### src/rtl/dec_dly_comp_path_trunc.sv
// Streaming path sanitiser: collects a string in multi-lane beats and emits a
// fixed-length, zero-padded record holding the prefix or basename around DELIM.
module dec_dly_comp_path_trunc #(
  parameter int               CHAR_W    = 8,
  parameter int               LANES     = 4,
  parameter int               MAX_CHARS = 16,
  parameter logic [CHAR_W-1:0] DELIM    = 8'h2F,
  parameter int               MODE      = 0
) (
  input  logic                             clk,
  input  logic                             areset_n,
  input  logic [LANES*CHAR_W-1:0]          in_data,
  input  logic [$clog2(LANES+1)-1:0]       in_cnt,
  input  logic                             in_valid,
  output logic                             in_ready,
  input  logic                             in_last,
  output logic [LANES*CHAR_W-1:0]          out_data,
  output logic                             out_valid,
  input  logic                             out_ready,
  output logic                             out_last,
  output logic [$clog2(MAX_CHARS+1)-1:0]   out_len,
  output logic                             out_ovf,
  output logic [0:0]                       o_dbg_state
);

  localparam int CW = $clog2(LANES+1);
  localparam int LW = $clog2(MAX_CHARS+1);
  localparam int IW = (MAX_CHARS > 1) ? $clog2(MAX_CHARS) : 1;
  localparam int XW = LW + 1;
  localparam int NB = MAX_CHARS / LANES;
  localparam int BW = (NB > 1) ? $clog2(NB) : 1;

  localparam logic [LW-1:0] MAXL  = LW'(MAX_CHARS);
  localparam logic [BW-1:0] LASTB = BW'(NB - 1);

  localparam logic [0:0] S_FILL  = 1'b0;
  localparam logic [0:0] S_DRAIN = 1'b1;

  // Handshake: a beat transfers on a rising edge where valid && ready; the
  // sender holds its beat stable until then, and ready never depends on valid.
  logic [0:0]        r_state;
  logic [CHAR_W-1:0] r_buf [MAX_CHARS];
  logic [LW-1:0]     r_len;
  logic [LW-1:0]     r_fpos;
  logic [LW-1:0]     r_lpos;
  logic              r_lvld;
  logic              r_ovf;
  logic [BW-1:0]     r_b;

  logic              w_in_fire;
  logic              w_out_fire;
  logic [CW-1:0]     w_cnt;
  logic [LW-1:0]     w_len_n;
  logic [LW-1:0]     w_fpos_n;
  logic [LW-1:0]     w_lpos_n;
  logic              w_lvld_n;
  logic              w_ovf_n;
  logic [LANES-1:0]  w_we;
  logic [IW-1:0]     w_waddr [LANES];
  logic [LW-1:0]     w_keep0;
  logic [LW-1:0]     w_s;
  logic [LW-1:0]     w_olen;

  assign w_in_fire  = in_valid && (r_state == S_FILL);
  assign w_out_fire = out_ready && (r_state == S_DRAIN);

  // The running length doubles as the write pointer: stored characters are
  // contiguous, and anything past MAX_CHARS only raises the overflow flag.
  always_comb begin
    w_len_n  = r_len;
    w_fpos_n = r_fpos;
    w_lpos_n = r_lpos;
    w_lvld_n = r_lvld;
    w_ovf_n  = r_ovf;
    w_cnt    = in_last ? in_cnt : CW'(LANES);
    for (int l = 0; l < LANES; l++) begin
      w_we[l]    = 1'b0;
      w_waddr[l] = '0;
      if (w_in_fire && (l < int'(w_cnt))) begin
        if (w_len_n < MAXL) begin
          w_we[l]    = 1'b1;
          w_waddr[l] = w_len_n[IW-1:0];
          if (in_data[l*CHAR_W +: CHAR_W] == DELIM) begin
            if (w_fpos_n == MAXL) w_fpos_n = w_len_n;
            w_lpos_n = w_len_n;
            w_lvld_n = 1'b1;
          end
          w_len_n = w_len_n + LW'(1);
        end else begin
          w_ovf_n = 1'b1;
        end
      end
    end
  end

  always_ff @(posedge clk) begin
    for (int l = 0; l < LANES; l++) begin
      if (w_we[l]) r_buf[w_waddr[l]] <= in_data[l*CHAR_W +: CHAR_W];
    end
  end

  always_ff @(posedge clk or negedge areset_n) begin
    if (!areset_n) begin
      r_state <= S_FILL;
      r_len   <= '0;
      r_fpos  <= MAXL;
      r_lpos  <= '0;
      r_lvld  <= 1'b0;
      r_ovf   <= 1'b0;
      r_b     <= '0;
    end else begin
      case (r_state)
        S_FILL: begin
          r_len  <= w_len_n;
          r_fpos <= w_fpos_n;
          r_lpos <= w_lpos_n;
          r_lvld <= w_lvld_n;
          r_ovf  <= w_ovf_n;
          if (w_in_fire && in_last) begin
            r_state <= S_DRAIN;
            r_b     <= '0;
          end
        end
        default: begin
          if (w_out_fire) begin
            if (r_b == LASTB) begin
              r_state <= S_FILL;
              r_len   <= '0;
              r_fpos  <= MAXL;
              r_lpos  <= '0;
              r_lvld  <= 1'b0;
              r_ovf   <= 1'b0;
              r_b     <= '0;
            end else begin
              r_b <= r_b + BW'(1);
            end
          end
        end
      endcase
    end
  end

  assign w_keep0 = (r_fpos < r_len) ? r_fpos : r_len;
  assign w_s     = r_lvld ? (r_lpos + LW'(1)) : '0;
  assign w_olen  = (MODE == 0) ? w_keep0 : (r_len - w_s);

  // Basename mode reads from an unaligned start, so each lane has its own mux.
  always_comb begin
    logic [XW-1:0] v_p;
    logic [XW-1:0] v_src;
    logic [XW-1:0] v_lim;
    out_data = '0;
    for (int l = 0; l < LANES; l++) begin
      v_p = XW'(r_b) * XW'(LANES) + XW'(l);
      if (MODE == 0) begin
        v_src = v_p;
        v_lim = XW'(w_keep0);
      end else begin
        v_src = XW'(w_s) + v_p;
        v_lim = XW'(r_len);
      end
      if ((r_state == S_DRAIN) && (v_src < v_lim))
        out_data[l*CHAR_W +: CHAR_W] = r_buf[v_src[IW-1:0]];
    end
  end

  assign in_ready    = (r_state == S_FILL);
  assign out_valid   = (r_state == S_DRAIN);
  assign out_last    = (r_state == S_DRAIN) && (r_b == LASTB);
  assign out_len     = (r_state == S_DRAIN) ? w_olen : '0;
  assign out_ovf     = (r_state == S_DRAIN) && r_ovf;
  assign o_dbg_state = r_state;

endmodule

### config.mk
export PLATFORM = sky130hd
export DESIGN_NAME = dec_dly_comp_path_trunc
export DESIGN_NICKNAME = d
export VERILOG_FILES = /design/src/rtl/dec_dly_comp_path_trunc.sv
export SDC_FILE = /design/constraint.sdc
export NUM_CORES = 1
export LEC_CHECK = 0
export ABC_CLOCK_PERIOD_IN_PS = 5050
export CORE_MARGIN = 2
export CORE_UTILIZATION = 38
export CTS_CLUSTER_DIAMETER = 200
export CTS_CLUSTER_SIZE = 25
export DETAILED_ROUTE_END_ITERATION = 6
export GPL_TIMING_DRIVEN = 0
export PLACE_DENSITY_LB_ADDON = 0.08
export SKIP_CTS_REPAIR_TIMING = 1
export SYNTH_ARGS = -nofsm -noshare
export SYNTH_HDL_FRONTEND = slang
export SYNTH_SLANG_ARGS = --single-unit
### constraint.sdc
create_clock -name clk -period 5.05 [get_ports clk]
set_input_delay 0.505 -clock clk [delete_from_list [all_inputs] [get_ports clk]]
set_output_delay 0.505 -clock clk [all_outputs]
set_load 0.01 [all_outputs]
==> out/metrics.cfg <==
[sta]
setup_viol=0
finalCriticalPeriod_ns=4.92
maxSlewViolCount=0
slew_of_the_pin_with_the_lowest_slew_margin_ns=1.26
max_slew_margin_pct=16.1
hold_slack_ns=0.459
min_period_over_period_pct=97.5
setup_tns_ns=0
worst_clock_skew_ns=0.0156
number_of_hold_violations_in_the_final_report=0
upper_clock_frequency_limit_mhz=203

[synth]
synth_seq_cells=142
post_syn_nets=1237
area_of_the_mapped_netlist_mm2=0.0119
number_of_enable_type_register_cells_in_the_synthesized_netlist=128
postSynthAreaPerCell_um2=10.1
yosys-mux-area-fraction_pct=29.7
yosys.area_share.adder_pct=1.68
post_synth_inst_count=1181
ys_warn_count=0
post_synth_xor_area_fraction_pct=1.57
synth_top_family_by_area=multiplexers
synth_top_flop_cell=sky130_fd_sc_hd__edfxtp_1
postSynth.asyncResetShare_pct=9.86
synth.yosys.seq_area_share_pct=35.2
synth_compound_area_share_pct=10.4
ys_types=78
synth_simple_gate_area_share_pct=17.0

[power]
cell_internal_pwr_uw=3820
share_seq_of_total_power_pct=23.9
vdd_ir_drop_max_v=0.000223
p_sw_share_pct=42.8
power_density_mw_per_mm2=478
power.share.clock_pct=19.4
power.net_switching_uw=2870
pwr-share-comb_pct=56.7
power.leakage_uw=0.00516

[die]
die_y_um=181
placement_rows=64
placeableCoreArea_mm2=0.0307
design.die.area_mm2=0.0328
pin_count=82
start_util_pct=38.7
die_width_um=181

[clocking]
cts_tree=done
clock_tree.buffer_depth=2
cts-buffers-inserted=17
htree_num_levels=4
clk_pin_slew_worst_paths_ns=0.07
cts.sinks=142
worstSkewPairLatency_ns=0.45
ctsRootBufferMaster=sky130_fd_sc_hd__clkbuf_16

[setup_path]
reg2regPathDepth=17
worstSetupEndpoint=r_buf[0][1]$_DFFE_PP_
cp.arrival_ns=5.10
worstSetupStartpointType=flip-flop
worstSetupStartpoint=r_len[4]$_DFFE_PN0P_
r2r_slack_ns=0.13
critical_path_class=flip-flop to flip-flop
worst-path-max-fanout=10
critical_path.reg2reg.startpoint=r_len[4]$_DFFE_PN0P_
worst_ep_required_time_ns=5.23
worstSetupEndpointType=flip-flop
worstReg2RegEnd=r_buf[0][1]$_DFFE_PP_

[placement]
gp_congestion=0.995
port_buffer_cells=57
placedInstanceArea_mm2=0.0130
total_placed_cells_including_tap_cells=1634
place_hpwl_mm=34.7

[routing]
drt-pass1-iter-count=5
drc=0
drt_first_iter_violations=1290
detail_route.wl_per_cell_um=29.2
vias_per_inst=6.21
dr_total_vias=10500
ant_nets=0
finalWirelength_mm=49.2

[layout]
final_cells=1686
final_nets=1332
final_cell_area_mm2=0.0140
synthToLayoutAreaGrowth_pct=17.5
post_route_cells_drive_above_1_share_pct=24.2

[flow_run]
maxCapViolations=0

[global_routing]
grt_pass1_vias=10100
grt_first_pass_wirelength_mm=70.9
antenna_found_initial=2
grt-ovfl-total=0
global_route.usage.total_pct=29.9
largest_net_degree_at_the_start_of_global_routing=17

[hold_path]
min_delay_worst_type=primary input to async pin

[status]
status=completed

through the flow:
| stage | setup WS [ns] | utilization (%) | power (µW) |
|---|---|---|---|
| 2_1_floorplan | 0.351 | - | 3670 |
| 3_5_place_dp | -1.52 | 42.2 | 5110 |
| 3_3_place_gp | -1.56 | 42.2 | 5120 |
| 4_1_cts | -1.20 | 44.2 | 6420 |
| 6_report | 0.129 | 45.5 | 6690 |
| 5_1_grt | -0.0843 | 45.5 | 7020 |
state kept, by name (all words and copies together), names as in the netlist:
name,flops
r_buf,128
r_fpos,5
r_len,5
r_b,2
o_dbg_state,1
r_ovf,1
worst min path at each step:
stage | start | to | slack (ns) | cells past startpoint
after floorplan | areset_n | o_dbg_state$_DFF_PN0_ | 0.21 | 0
after global placement | r_ovf$_DFFE_PN0P_ | r_ovf$_DFFE_PN0P_ | 0.56 | 2
after detailed placement | r_ovf$_DFFE_PN0P_ | r_ovf$_DFFE_PN0P_ | 0.58 | 2
after CTS | areset_n | r_len[3]$_DFFE_PN0P_ | 0.47 | 1
after global routing | areset_n | r_len[3]$_DFFE_PN0P_ | 0.51 | 1
final | areset_n | r_len[4]$_DFFE_PN0P_ | 0.46 | 1
cell type report:
cell class	count	area (µm²)
timing repair buffer	77	771
inverter	16	71.3
fill	2972	16800
clock buffer	17	425
tap	396	495
antenna	1	2.50
multi-input combinational	908	7380
clock inverter	15	179
sequential	142	4200
buffer	114	467
power by group through the flow:
| stage | Combinational, µW | Clock (µW) | Sequential [µW] |
|---|---|---|---|
| after floorplan | 2090 | 0 | 1580 |
| after global routing | 4030 | 1370 | 1620 |
| after CTS | 3510 | 1320 | 1600 |
| after global placement | 3500 | 0 | 1620 |
| final | 3790 | 1300 | 1600 |
| after detailed placement | 3480 | 0 | 1620 |
cell usage in the layout, fill, tap and decap left out, types with 6 or more instances in the layout:
cell type and count:
sky130_fd_sc_hd__nor2_1 134, sky130_fd_sc_hd__mux2i_1 133, sky130_fd_sc_hd__mux2_2 132, sky130_fd_sc_hd__edfxtp_1 128, sky130_fd_sc_hd__a21oi_1 109, sky130_fd_sc_hd__clkbuf_1 79
sky130_fd_sc_hd__nand2_1 63, sky130_fd_sc_hd__clkdlybuf4s50_1 57, sky130_fd_sc_hd__o21ai_0 45, sky130_fd_sc_hd__mux4_2 32, sky130_fd_sc_hd__and3_1 23, sky130_fd_sc_hd__buf_4 17
sky130_fd_sc_hd__clkbuf_16 17, sky130_fd_sc_hd__nand4_1 16, sky130_fd_sc_hd__buf_1 15, sky130_fd_sc_hd__ha_1 15, sky130_fd_sc_hd__buf_2 14, sky130_fd_sc_hd__nand3_1 14
sky130_fd_sc_hd__nor3_1 12, sky130_fd_sc_hd__dfrtp_1 11, sky130_fd_sc_hd__a21o_1 10, sky130_fd_sc_hd__inv_1 10, sky130_fd_sc_hd__nor2b_1 10, sky130_fd_sc_hd__xnor2_1 9
sky130_fd_sc_hd__and3b_1 9, sky130_fd_sc_hd__and2_1 8, sky130_fd_sc_hd__a31o_2 7, sky130_fd_sc_hd__or4_1 7, sky130_fd_sc_hd__nand3_2 6, sky130_fd_sc_hd__nand3b_1 6
synth_stat cells (12+ instances only):
| cell | count | share of area, % |
|---|---|---|
| sky130_fd_sc_hd__and3_1 | 23 | 1.2 |
| sky130_fd_sc_hd__nor3_1 | 12 | 0.50 |
| sky130_fd_sc_hd__mux2_2 | 132 | 12 |
| sky130_fd_sc_hd__dfrtp_1 | 13 | 2.7 |
| sky130_fd_sc_hd__buf_2 | 14 | 0.59 |
| sky130_fd_sc_hd__a21oi_1 | 111 | 4.7 |
| sky130_fd_sc_hd__mux4_2 | 32 | 6.1 |
| sky130_fd_sc_hd__nand3_1 | 20 | 0.84 |
| sky130_fd_sc_hd__o21ai_0 | 45 | 1.9 |
| sky130_fd_sc_hd__clkbuf_1 | 82 | 2.6 |
| sky130_fd_sc_hd__nor2_1 | 135 | 4.3 |
| sky130_fd_sc_hd__ha_1 | 16 | 1.7 |
| sky130_fd_sc_hd__nand2_1 | 66 | 2.1 |
| sky130_fd_sc_hd__buf_1 | 16 | 0.50 |
| sky130_fd_sc_hd__edfxtp_1 | 128 | 32 |
| sky130_fd_sc_hd__nand4_1 | 16 | 0.84 |
| sky130_fd_sc_hd__mux2i_1 | 133 | 11 |
worst max-delay path, cell delays in order, from the launching register on:
cell and delay [ns]:
sky130_fd_sc_hd__dfrtp_1 0.32, sky130_fd_sc_hd__clkbuf_4 0.24, sky130_fd_sc_hd__clkinvlp_4 0.21, sky130_fd_sc_hd__ha_1 0.38, sky130_fd_sc_hd__mux2_2 0.32, sky130_fd_sc_hd__ha_1 0.30
sky130_fd_sc_hd__nor2_1 0.04, sky130_fd_sc_hd__o21ai_0 0.18, sky130_fd_sc_hd__o21a_2 0.20, sky130_fd_sc_hd__ha_1 0.15, sky130_fd_sc_hd__o211ai_1 0.16, sky130_fd_sc_hd__o31ai_2 0.41
sky130_fd_sc_hd__inv_2 0.13, sky130_fd_sc_hd__ha_2 0.26, sky130_fd_sc_hd__or4_1 0.59, sky130_fd_sc_hd__nor3_4 0.23, sky130_fd_sc_hd__buf_12 0.16, sky130_fd_sc_hd__mux2_2 0.37
cells by family (layout without fill, tap and decap cells):
kind of cell,count (synthesis),after routing
other,0,1
adders and majority gates,16,16
buffers and inverters,131,239
xor gates and xnor gates,14,14
AOI/OAI and AO/OA,210,210
and+or+nand+nor,371,371
DFF,142,142
muxes,297,297
routing by layer:
layer	vias up	wire (µm)	part of all wire (%)	global-route usage (%)
met4	0	1990	4.1	13.2
met1	5107	20700	42	41.0
met5	-	0	0	0
met3	121	4600	9.3	6.51
li1	4621	-	-	-
met2	613	21900	45	45.5
Note: power is estimated with default switching activity, not from simulation.
